**config.mk**
```make
export PLATFORM = sky130hd
export DESIGN_NAME = uart_host_if
export DESIGN_NICKNAME = d
export VERILOG_FILES = /design/src/rtl/uart_host_pkg.sv /design/src/rtl/uart_host_fifo.sv /design/src/rtl/uart_host_if.sv
export SDC_FILE = /design/constraint.sdc
export NUM_CORES = 1
export LEC_CHECK = 0
export ABC_AREA = 1
export BUFFER_PORTS_ARGS = -buffer_cell sky130_fd_sc_hd__buf_2
export CORE_MARGIN = 3
export CORE_UTILIZATION = 40
export CTS_CLUSTER_SIZE = 14
export DETAILED_ROUTE_END_ITERATION = 8
export HOLD_SLACK_MARGIN = 0.08
export PLACE_DENSITY = 0.56
export SLEW_MARGIN = 0
export SYNTH_ARGS = -nofsm -noshare
export SYNTH_HDL_FRONTEND = slang
export SYNTH_SLANG_ARGS = --single-unit
```
**constraint.sdc**
```tcl
create_clock -name clk -period 5 [get_ports clk]
set_input_delay 0.5 -clock clk [delete_from_list [all_inputs] [get_ports clk]]
set_output_delay 0.5 -clock clk [all_outputs]
set_load 0.03 [all_outputs]
```
**src/rtl/uart_host_pkg.sv**
```systemverilog
// Shared definitions for the UART host adapter: byte width and TX FSM states.
package uart_host_pkg;

  localparam int BYTE_W = 8;

  typedef enum logic [1:0] {
    TX_IDLE = 2'b00,
    TX_LOAD = 2'b01,
    TX_HOLD = 2'b10
  } tx_state_t;

endpackage

```
**src/rtl/uart_host_fifo.sv**
```systemverilog
// Byte FIFO with first-word-fall-through output, used for both TX and RX.
// Push-when-full is ignored unless a pop happens in the same cycle, in which
// case both proceed and the count is unchanged. Pop-when-empty is ignored.
import uart_host_pkg::*;

module uart_host_fifo #(
  parameter int DEPTH_LOG2 = 2
) (
  input  logic                  clk,
  input  logic                  rst,
  input  logic                  push,
  input  logic [BYTE_W-1:0]     din,
  input  logic                  pop,
  output logic [BYTE_W-1:0]     dout,
  output logic                  full,
  output logic                  empty,
  output logic [DEPTH_LOG2:0]   count
);

  localparam int DEPTH = 1 << DEPTH_LOG2;

  logic [BYTE_W-1:0]     mem [DEPTH];
  logic [DEPTH_LOG2-1:0] wr_ptr;
  logic [DEPTH_LOG2-1:0] rd_ptr;
  logic                  do_push;
  logic                  do_pop;

  assign full    = (count == (DEPTH_LOG2+1)'(DEPTH));
  assign empty   = (count == '0);
  assign do_pop  = pop & ~empty;
  assign do_push = push & (~full | do_pop);
  assign dout    = mem[rd_ptr];

  // Storage write; the slot is freed by the pop in the same cycle when full.
  // NOTE: the data array has no reset -- only pointers and count define which
  // entries are meaningful, and leaving it unreset lets it map onto plain RAM.
  always_ff @(posedge clk) begin
    if (do_push) mem[wr_ptr] <= din;
  end

  // Pointer and occupancy bookkeeping; pointers wrap naturally modulo depth.
  always_ff @(posedge clk) begin
    if (rst) begin
      wr_ptr <= '0;
      rd_ptr <= '0;
      count  <= '0;
    end else begin
      if (do_push) wr_ptr <= wr_ptr + DEPTH_LOG2'(1);
      if (do_pop)  rd_ptr <= rd_ptr + DEPTH_LOG2'(1);
      case ({do_push, do_pop})
        2'b10:   count <= count + (DEPTH_LOG2+1)'(1);
        2'b01:   count <= count - (DEPTH_LOG2+1)'(1);
        default: count <= count;
      endcase
    end
  end

endmodule

```
**src/rtl/uart_host_if.sv**
```systemverilog
// Host-side adapter for the uartICE40 byte interface.
// TX: valid/ready bytes -> FIFO -> single-cycle load/d pulses honouring txbusy.
// RX: bytercvd/q -> FIFO -> valid/ready to the host, with a sticky overrun flag.
// Optional build macro UART_HOST_LEVELS_EN exposes the FIFO fill levels.
import uart_host_pkg::*;

module uart_host_if #(
  parameter int TXDEPTH_LOG2 = 2,
  parameter int RXDEPTH_LOG2 = 2
) (
  input  logic                clk,
  input  logic                rst,
  input  logic [BYTE_W-1:0]   tx_data,
  input  logic                tx_valid,
  output logic                tx_ready,
  output logic [BYTE_W-1:0]   rx_data,
  output logic                rx_valid,
  input  logic                rx_ready,
  output logic                rx_overrun,
  input  logic                rx_overrun_clr,
  output logic                load,
  output logic [BYTE_W-1:0]   d,
  input  logic                txbusy,
  input  logic                bytercvd,
  input  logic [BYTE_W-1:0]   q
`ifdef UART_HOST_LEVELS_EN
  ,
  output logic [TXDEPTH_LOG2:0] tx_level,
  output logic [RXDEPTH_LOG2:0] rx_level
`endif
);

  tx_state_t             state;
  logic                  hold_first;
  logic                  tx_push;
  logic                  tx_pop;
  logic [BYTE_W-1:0]     tx_head;
  logic                  tx_full;
  logic                  tx_empty;
  logic [TXDEPTH_LOG2:0] tx_count;
  logic                  rx_push;
  logic                  rx_pop;
  logic                  rx_full;
  logic                  rx_empty;
  logic [RXDEPTH_LOG2:0] rx_count;
  logic                  rx_drop;

  // TX handshake: ready depends only on the registered fill state.
  assign tx_ready = ~tx_full;
  assign tx_push  = tx_valid & tx_ready;
  assign tx_pop   = (state == TX_LOAD);

  uart_host_fifo #(.DEPTH_LOG2(TXDEPTH_LOG2)) u_tx_fifo (
    .clk   (clk),
    .rst   (rst),
    .push  (tx_push),
    .din   (tx_data),
    .pop   (tx_pop),
    .dout  (tx_head),
    .full  (tx_full),
    .empty (tx_empty),
    .count (tx_count)
  );

  // RX path: the core pushes unconditionally; the FIFO resolves full+pop.
  assign rx_valid = ~rx_empty;
  assign rx_push  = bytercvd;
  assign rx_pop   = rx_valid & rx_ready;
  assign rx_drop  = bytercvd & rx_full & ~rx_pop;

  uart_host_fifo #(.DEPTH_LOG2(RXDEPTH_LOG2)) u_rx_fifo (
    .clk   (clk),
    .rst   (rst),
    .push  (rx_push),
    .din   (q),
    .pop   (rx_pop),
    .dout  (rx_data),
    .full  (rx_full),
    .empty (rx_empty),
    .count (rx_count)
  );

`ifdef UART_HOST_LEVELS_EN
  assign tx_level = tx_count;
  assign rx_level = rx_count;
`endif

  // Empty flag and count must always agree in both FIFOs.
  a_tx_empty_count: assert property (@(posedge clk) disable iff (rst)
    tx_empty == (tx_count == '0));
  a_rx_empty_count: assert property (@(posedge clk) disable iff (rst)
    rx_empty == (rx_count == '0));

  // Sticky overrun flag; a new drop wins over a simultaneous clear.
  always_ff @(posedge clk) begin
    if (rst)                 rx_overrun <= 1'b0;
    else if (rx_drop)        rx_overrun <= 1'b1;
    else if (rx_overrun_clr) rx_overrun <= 1'b0;
  end

  // TX FSM with load/d registered from the next-state decision, so load is
  // high exactly during the TX_LOAD cycle and d carries the FIFO head then.
  // NOTE: all state here uses non-blocking assignment so every branch sees the
  // pre-edge values of state, hold_first and the FIFO flags.
  always_ff @(posedge clk) begin
    if (rst) begin
      state      <= TX_IDLE;
      hold_first <= 1'b0;
      load       <= 1'b0;
      d          <= '0;
    end else begin
      load <= 1'b0;
      case (state)
        TX_IDLE: begin
          if (!tx_empty && !txbusy) begin
            state <= TX_LOAD;
            load  <= 1'b1;
            d     <= tx_head;
          end
        end
        TX_LOAD: begin
          state      <= TX_HOLD;
          hold_first <= 1'b1;
        end
        TX_HOLD: begin
          // The core only raises txbusy the cycle after load, so the first
          // HOLD cycle cannot trust a low txbusy.
          if (hold_first) begin
            hold_first <= 1'b0;
          end else if (!txbusy) begin
            if (!tx_empty) begin
              state <= TX_LOAD;
              load  <= 1'b1;
              d     <= tx_head;
            end else begin
              state <= TX_IDLE;
            end
          end
        end
        default: state <= TX_IDLE;
      endcase
    end
  end

endmodule

```
==> run summary, run 1 <==
Status: finished clean
XOR/XNOR share of the synthesized area: 0%
Initial antenna violation count: 0
Crit Path Max Fanout: 17
Largest net degree at the start of global routing: 23
Number of warnings issued by yosys: 0
Core area: 9371 um^2
CTS tree: yes
Number of synthesized flops with an enable pin: 64
GRT Overall Usage: 13.17%
Leakage Power: 1.765 nW
Sequential area share after synthesis: 64.98%
Final setup violation count: 0
Final cell count without fillers: 543
FF-to-FF path depth: 10
Fin crit share: 47.56%
Vias: 2,511
Worst Slack Setup Final: 2622 ps
Max VDD drop: 0.0002129 V
Vias in the first global route: 2,355
Reg clk slew, reported paths: 100 ps
Mapped Cells: 365
Required time of the critical path: 4500 ps
Post-CTS Setup Inserts: 0
Nets@finish: 448
Pwr Density: 503.2 nW/um^2
Post-Syn Area: 3913 um^2
Detailed Place HPWL: 4704 um
Setup crit start kind: flop
DRT antenna net count: 0
CP arrival: 1880 ps
Synth top area share: 49.12%
Worst-Skew Late Latency: 360 ps
Die Y-Extent: 104.9 um
Die area: 11,000 um^2
FFs w/ async S/R, synth: 0%
Worst R2R Setup Slack: 2950 ps
Post-DP Area: 4210 um^2
Mux contribution to synthesized area: 0%
Top cells by count, synth: 75 x nor2_1, 64 x edfxtp_1, 49 x o21ai_0
Compound-Gate Fraction of Synth Area: 11.77%
Clk buf depth: 2
Hold buffers post-CTS: 0
Max_slew headroom: 43.85%
Buffers on Ports: 42
Critical path capture point type: output pin
Finished Cell Area: 4452 um^2
I/O Pins: 43
Dpl ws: 2864 ps
Max Transition Viols Final: 0
Critical setup path kind: flop to output pin
Unique masters post-synth: 23
Slew @ Worst Pin: 839.2 ps
Setup TNS: 0 ps
Resize count post-CTS: 0
H-tree depth: 3
Num Clock Sinks: 95
Synthesized net count: 404
Final Util: 47.50%
Adder-Cell Fraction of Synth Area: 5.500%
Min cycle time layout: 2378 ps
Fillcell total: 894
Routability Congestion: 0.7373
WL final: 7136 um
Max frequency: 0.4205 GHz
Largest family of logic cells by synthesized area: compound AO/OA/AOI/OAI gates
Area grow syn2layout: 13.78%
Max cap viols: 0
Yosys reg bits: 95
Die Wd: 104.9 um
Setup Skew: 17.13 ps
RSZ-0062 raised after global routing: false
Simple-gate share of the synthesized area: 11.45%
CTS root buffer: clkbuf_8
Main area contributors after synthesis: edfxtp_1 49%, dfxtp_1 16%, nor2_1 7.2%, o21ai_0 6.3%, ha_1 4.5%
Num rows: 35
Placed Cells: 527
DR WL/cell: 13.14 um
# diodes: 0
Post-synth top area cell: edfxtp_1
Hold crit path type: input port to flop
Hold_ws: 350.6 ps
Final Hold Fails: 0
Overall power: 2.240 mW
Avg Cell Area, Syn: 10.72 um^2
R2R Path Start: u_rx_fifo.count[1]
Initial Util: 41.75%
Post-synth top flop: edfxtp_1
FF-to-FF End: u_rx_fifo.count[2]
Worst hold stages: 1
Layout cell share with drive strength beyond 1: 15.70%
Global-route wire length before repair: 11,320 um
Via/cell ratio: 4.624
Num CTS Buffers: 9
DRC viols: 0
Most frequent cell after synthesis: nor2_1
DR pass1 iterations: 4
Overflow left after global routing: 0
Hold Startpoint: q[6]
DRT iter0 DRCs: 87
Hold endpoint: u_rx_fifo.mem[1][6]
-- layout by cell type, fill, tap and decap left out, drive strengths merged --
cell / Yosys / routed
nor2: 75 / 75
edfxtp: 64 / 64
o21ai: 56 / 56
inv: 46 / 48
buf: 8 / 42
nand2: 34 / 34
dfxtp: 31 / 31
a21oi: 20 / 20
ha: 14 / 14
clkbuf: 1 / 9
o22ai: 8 / 8
bufinv: 0 / 3
nand3: 3 / 3
fa: 2 / 2
clkinv: 0 / 2
o2111ai: 1 / 1
nand4: 1 / 1
nor3: 1 / 1
-- registers in the layout, indices dropped and copies added (netlist names), named ones only --
name and count:
u_rx_fifo.mem 32, hold_first 1, u_tx_fifo.count 3, d 8
u_rx_fifo.rd_ptr 2, load 1, u_tx_fifo.rd_ptr 2, u_tx_fifo.wr_ptr 2
u_tx_fifo.mem 32, rx_overrun 1, state 2, u_rx_fifo.wr_ptr 2
u_rx_fifo.count 3
-- critical path, stage by stage (launching register included) --
cell,delay (ps)
dfxtp_1,650
inv_1,350
o21ai_0,260
o22ai_1,90
buf_2,180
-- power breakdown --
part           switching [mW]  leakage, nW  internal (mW)
Sequential             0.0699        0.842          0.943
Clock                   0.268        0.124          0.334
Combinational           0.433        0.800          0.191
Total                   0.772         1.77           1.47
-- area by class of cell --
class | instances | area, um^2 | share of cell area [%]
sequential | 95 | 2542 | 57.11
clock buffer | 9 | 123.9 | 2.782
multi-input combinational | 215 | 1124 | 25.24
clock inverter | 7 | 117.6 | 2.642
inverter | 46 | 172.7 | 3.879
timing repair buffer | 42 | 210.2 | 4.722
tap | 129 | 161.4 | 3.626
-- routing by layer --
metal	share of wire, %	vias up	global-route usage, %	wire length [um]
met1	48	1156	16.63	3390
li1	-	1309	-	-
met3	3.3	8	3.274	233
met2	48	38	21.68	3411
met4	1.4	0	5.342	100
met5	0	-	0	0
-- worst max-delay path by stage --
stage,to,slack [ps],cells after the start
detailed placement,u_rx_fifo.count[2],2860,11
global route,rx_data[6],2370,4
global placement,u_rx_fifo.count[2],2910,11
CTS,rx_data[0],2570,4
finish,rx_data[6],2620,4
floorplan,u_tx_fifo.count[2],2930,10
-- cell families after synthesis --
logic type / count (synthesis)
buffers and inverters: 55
adders and majority gates: 16
and+or+nand+nor: 114
AOI/OAI and AO/OA: 85
DFF: 95
Note: power is estimated with default switching activity, not from simulation.
==> run 2, diff against run 1 <==
--- a/config.mk
+++ b/config.mk
@@ -12,7 +12,7 @@
 export CTS_CLUSTER_SIZE = 14
 export DETAILED_ROUTE_END_ITERATION = 8
 export HOLD_SLACK_MARGIN = 0.08
-export PLACE_DENSITY = 0.56
+export PLACE_DENSITY = 0.58
 export SLEW_MARGIN = 0
 export SYNTH_ARGS = -nofsm -noshare
 export SYNTH_HDL_FRONTEND = slang
==> constraint.sdc (replaced) <==
create_clock -name clk -period 2.1 [get_ports clk]
set_input_delay 0.21 -clock clk [delete_from_list [all_inputs] [get_ports clk]]
set_output_delay 0.21 -clock clk [all_outputs]
set_load 0.03 [all_outputs]
==> run summary, run 2 (synthesis results as in run 1) <==
Overall power: 5.164 mW
Num CTS Buffers: 9
DRC viols: 0
Global-route wire length before repair: 12,770 um
Die area: 11,000 um^2
Num rows: 35
Via/cell ratio: 4.700
# diodes: 0
Top Registers: u_rx_fifo.mem x32, u_tx_fifo.mem x32, d x8
Critical path capture point type: flop
Area grow syn2layout: 19.51%
DR WL/cell: 13.34 um
Vias: 2,693
Fin crit share: 92.03%
Min cycle time layout: 1933 ps
Routability Congestion: 0.7724
CTS tree: yes
Worst hold stages: 2
Detailed Place HPWL: 4977 um
Die Y-Extent: 104.9 um
Met2 usage: 26.03%
CTS root buffer: clkbuf_8
Setup crit start kind: flop
Setup TNS: 0 ps
Max cap viols: 0
Die Wd: 104.9 um
CP arrival: 2190 ps
Layout cell share with drive strength beyond 1: 18.02%
Core area: 9371 um^2
Nets@finish: 478
Largest net degree at the start of global routing: 19
WL final: 7642 um
Most common cell after layout, fill and taps aside: nor2_1
GRT busiest layer: met2
Max_slew headroom: 63.21%
Max VDD drop: 0.0004243 V
GRT Overall Usage: 14.72%
Final Util: 49.89%
Setup Skew: 12.72 ps
Required time of the critical path: 2360 ps
H-tree depth: 3
Num Clock Sinks: 95
I/O Pins: 43
DRT antenna net count: 0
Routing usage on met1: 17.32%
Worst-Skew Late Latency: 370 ps
DR pass1 iterations: 4
Critical setup path kind: flop to flop
FF-to-FF path depth: 9
DRT iter0 DRCs: 106
Clk buf depth: 2
Status: finished clean
Crit Path Max Fanout: 5
Reg clk slew, reported paths: 100 ps
Most frequent cells in the layout: 74 x nor2_1, 64 x edfxtp_1, 47 x o21ai_0
RSZ-0062 raised after global routing: false
Overflow left after global routing: 0
Vias in the first global route: 2,738
Pwr Density: 1104 nW/um^2
Buffers on Ports: 42
Fillcell total: 910
Slew @ Worst Pin: 551.0 ps
GR Layer Usage met3: 2.841%
Leakage Power: 1.872 nW
Max Transition Viols Final: 0
Max frequency: 0.5174 GHz
Final setup violation count: 0
Initial Util: 41.75%
Hold crit path type: input port to flop
Multi-input combinational cell area: 1134 um^2
Initial antenna violation count: 0
Reg area: 2542 um^2
Final Hold Fails: 0
## run 2: cell type report
class	instances	area share (%)
timing repair buffer	72	10.22
clock buffer	9	2.649
inverter	46	3.693
tap	129	3.452
sequential	95	54.38
clock inverter	7	1.365
multi-input combinational	215	24.24
## run 2: path summary, 6_finish.rpt
path / from / end / slack (ps)
max reg2reg: u_rx_fifo.count[1] / u_rx_fifo.count[2] / 170
min reg2reg: u_rx_fifo.rd_ptr[1] / flop / 460
max: u_rx_fifo.count[1] / u_rx_fifo.count[2] / 170
min: rst / u_rx_fifo.count[1] / 90
## run 2: what timing repair did
action,in CTS,in global routing
hold buffers,17,0
endpoints found under the hold margin,65,0
gates resized for setup,0,5
setup endpoints to repair,0,2
buffers inserted,0,0
## run 2: report_power, final
part | switching (mW) | total (mW) | leakage (nW) | internal [mW]
clock network | 0.700 | 1.16 | 0.0903 | 0.457
logic | 1.11 | 1.63 | 0.940 | 0.522
registers | 0.132 | 2.38 | 0.842 | 2.24
total | 1.94 | 5.16 | 1.87 | 3.22
## run 2: metrics by stage
step / area (um^2) / setup slack [ps] / hold WS [ps] / instances
2_1_floorplan: 3913 / 30.12 / 279.1 / 365
3_3_place_gp: 4308 / 253.1 / 423.6 / 540
3_5_place_dp: 4308 / 144.4 / 432.8 / 540
4_1_cts: 4666 / 136.0 / 83.34 / 573
5_1_grt: 4676 / 2.965 / 100.5 / 573
6_report: 4676 / 167.4 / 93.81 / 573
## run 2: critical path: stages (launching register included)
cell and delay [ps]:
dfxtp_1 390, nor2_2 80, a21oi_2 240, ha_1 200, inv_1 70, fa_1 370
a21oi_1 140, o21ai_0 120, o21ai_0 160, a21oi_1 60
## run 2: metal layers
metal	up-vias	wire length (um)
met2	30	3872
met3	10	185
met1	1287	3446
met5	-	0
li1	1366	-
met4	0	138
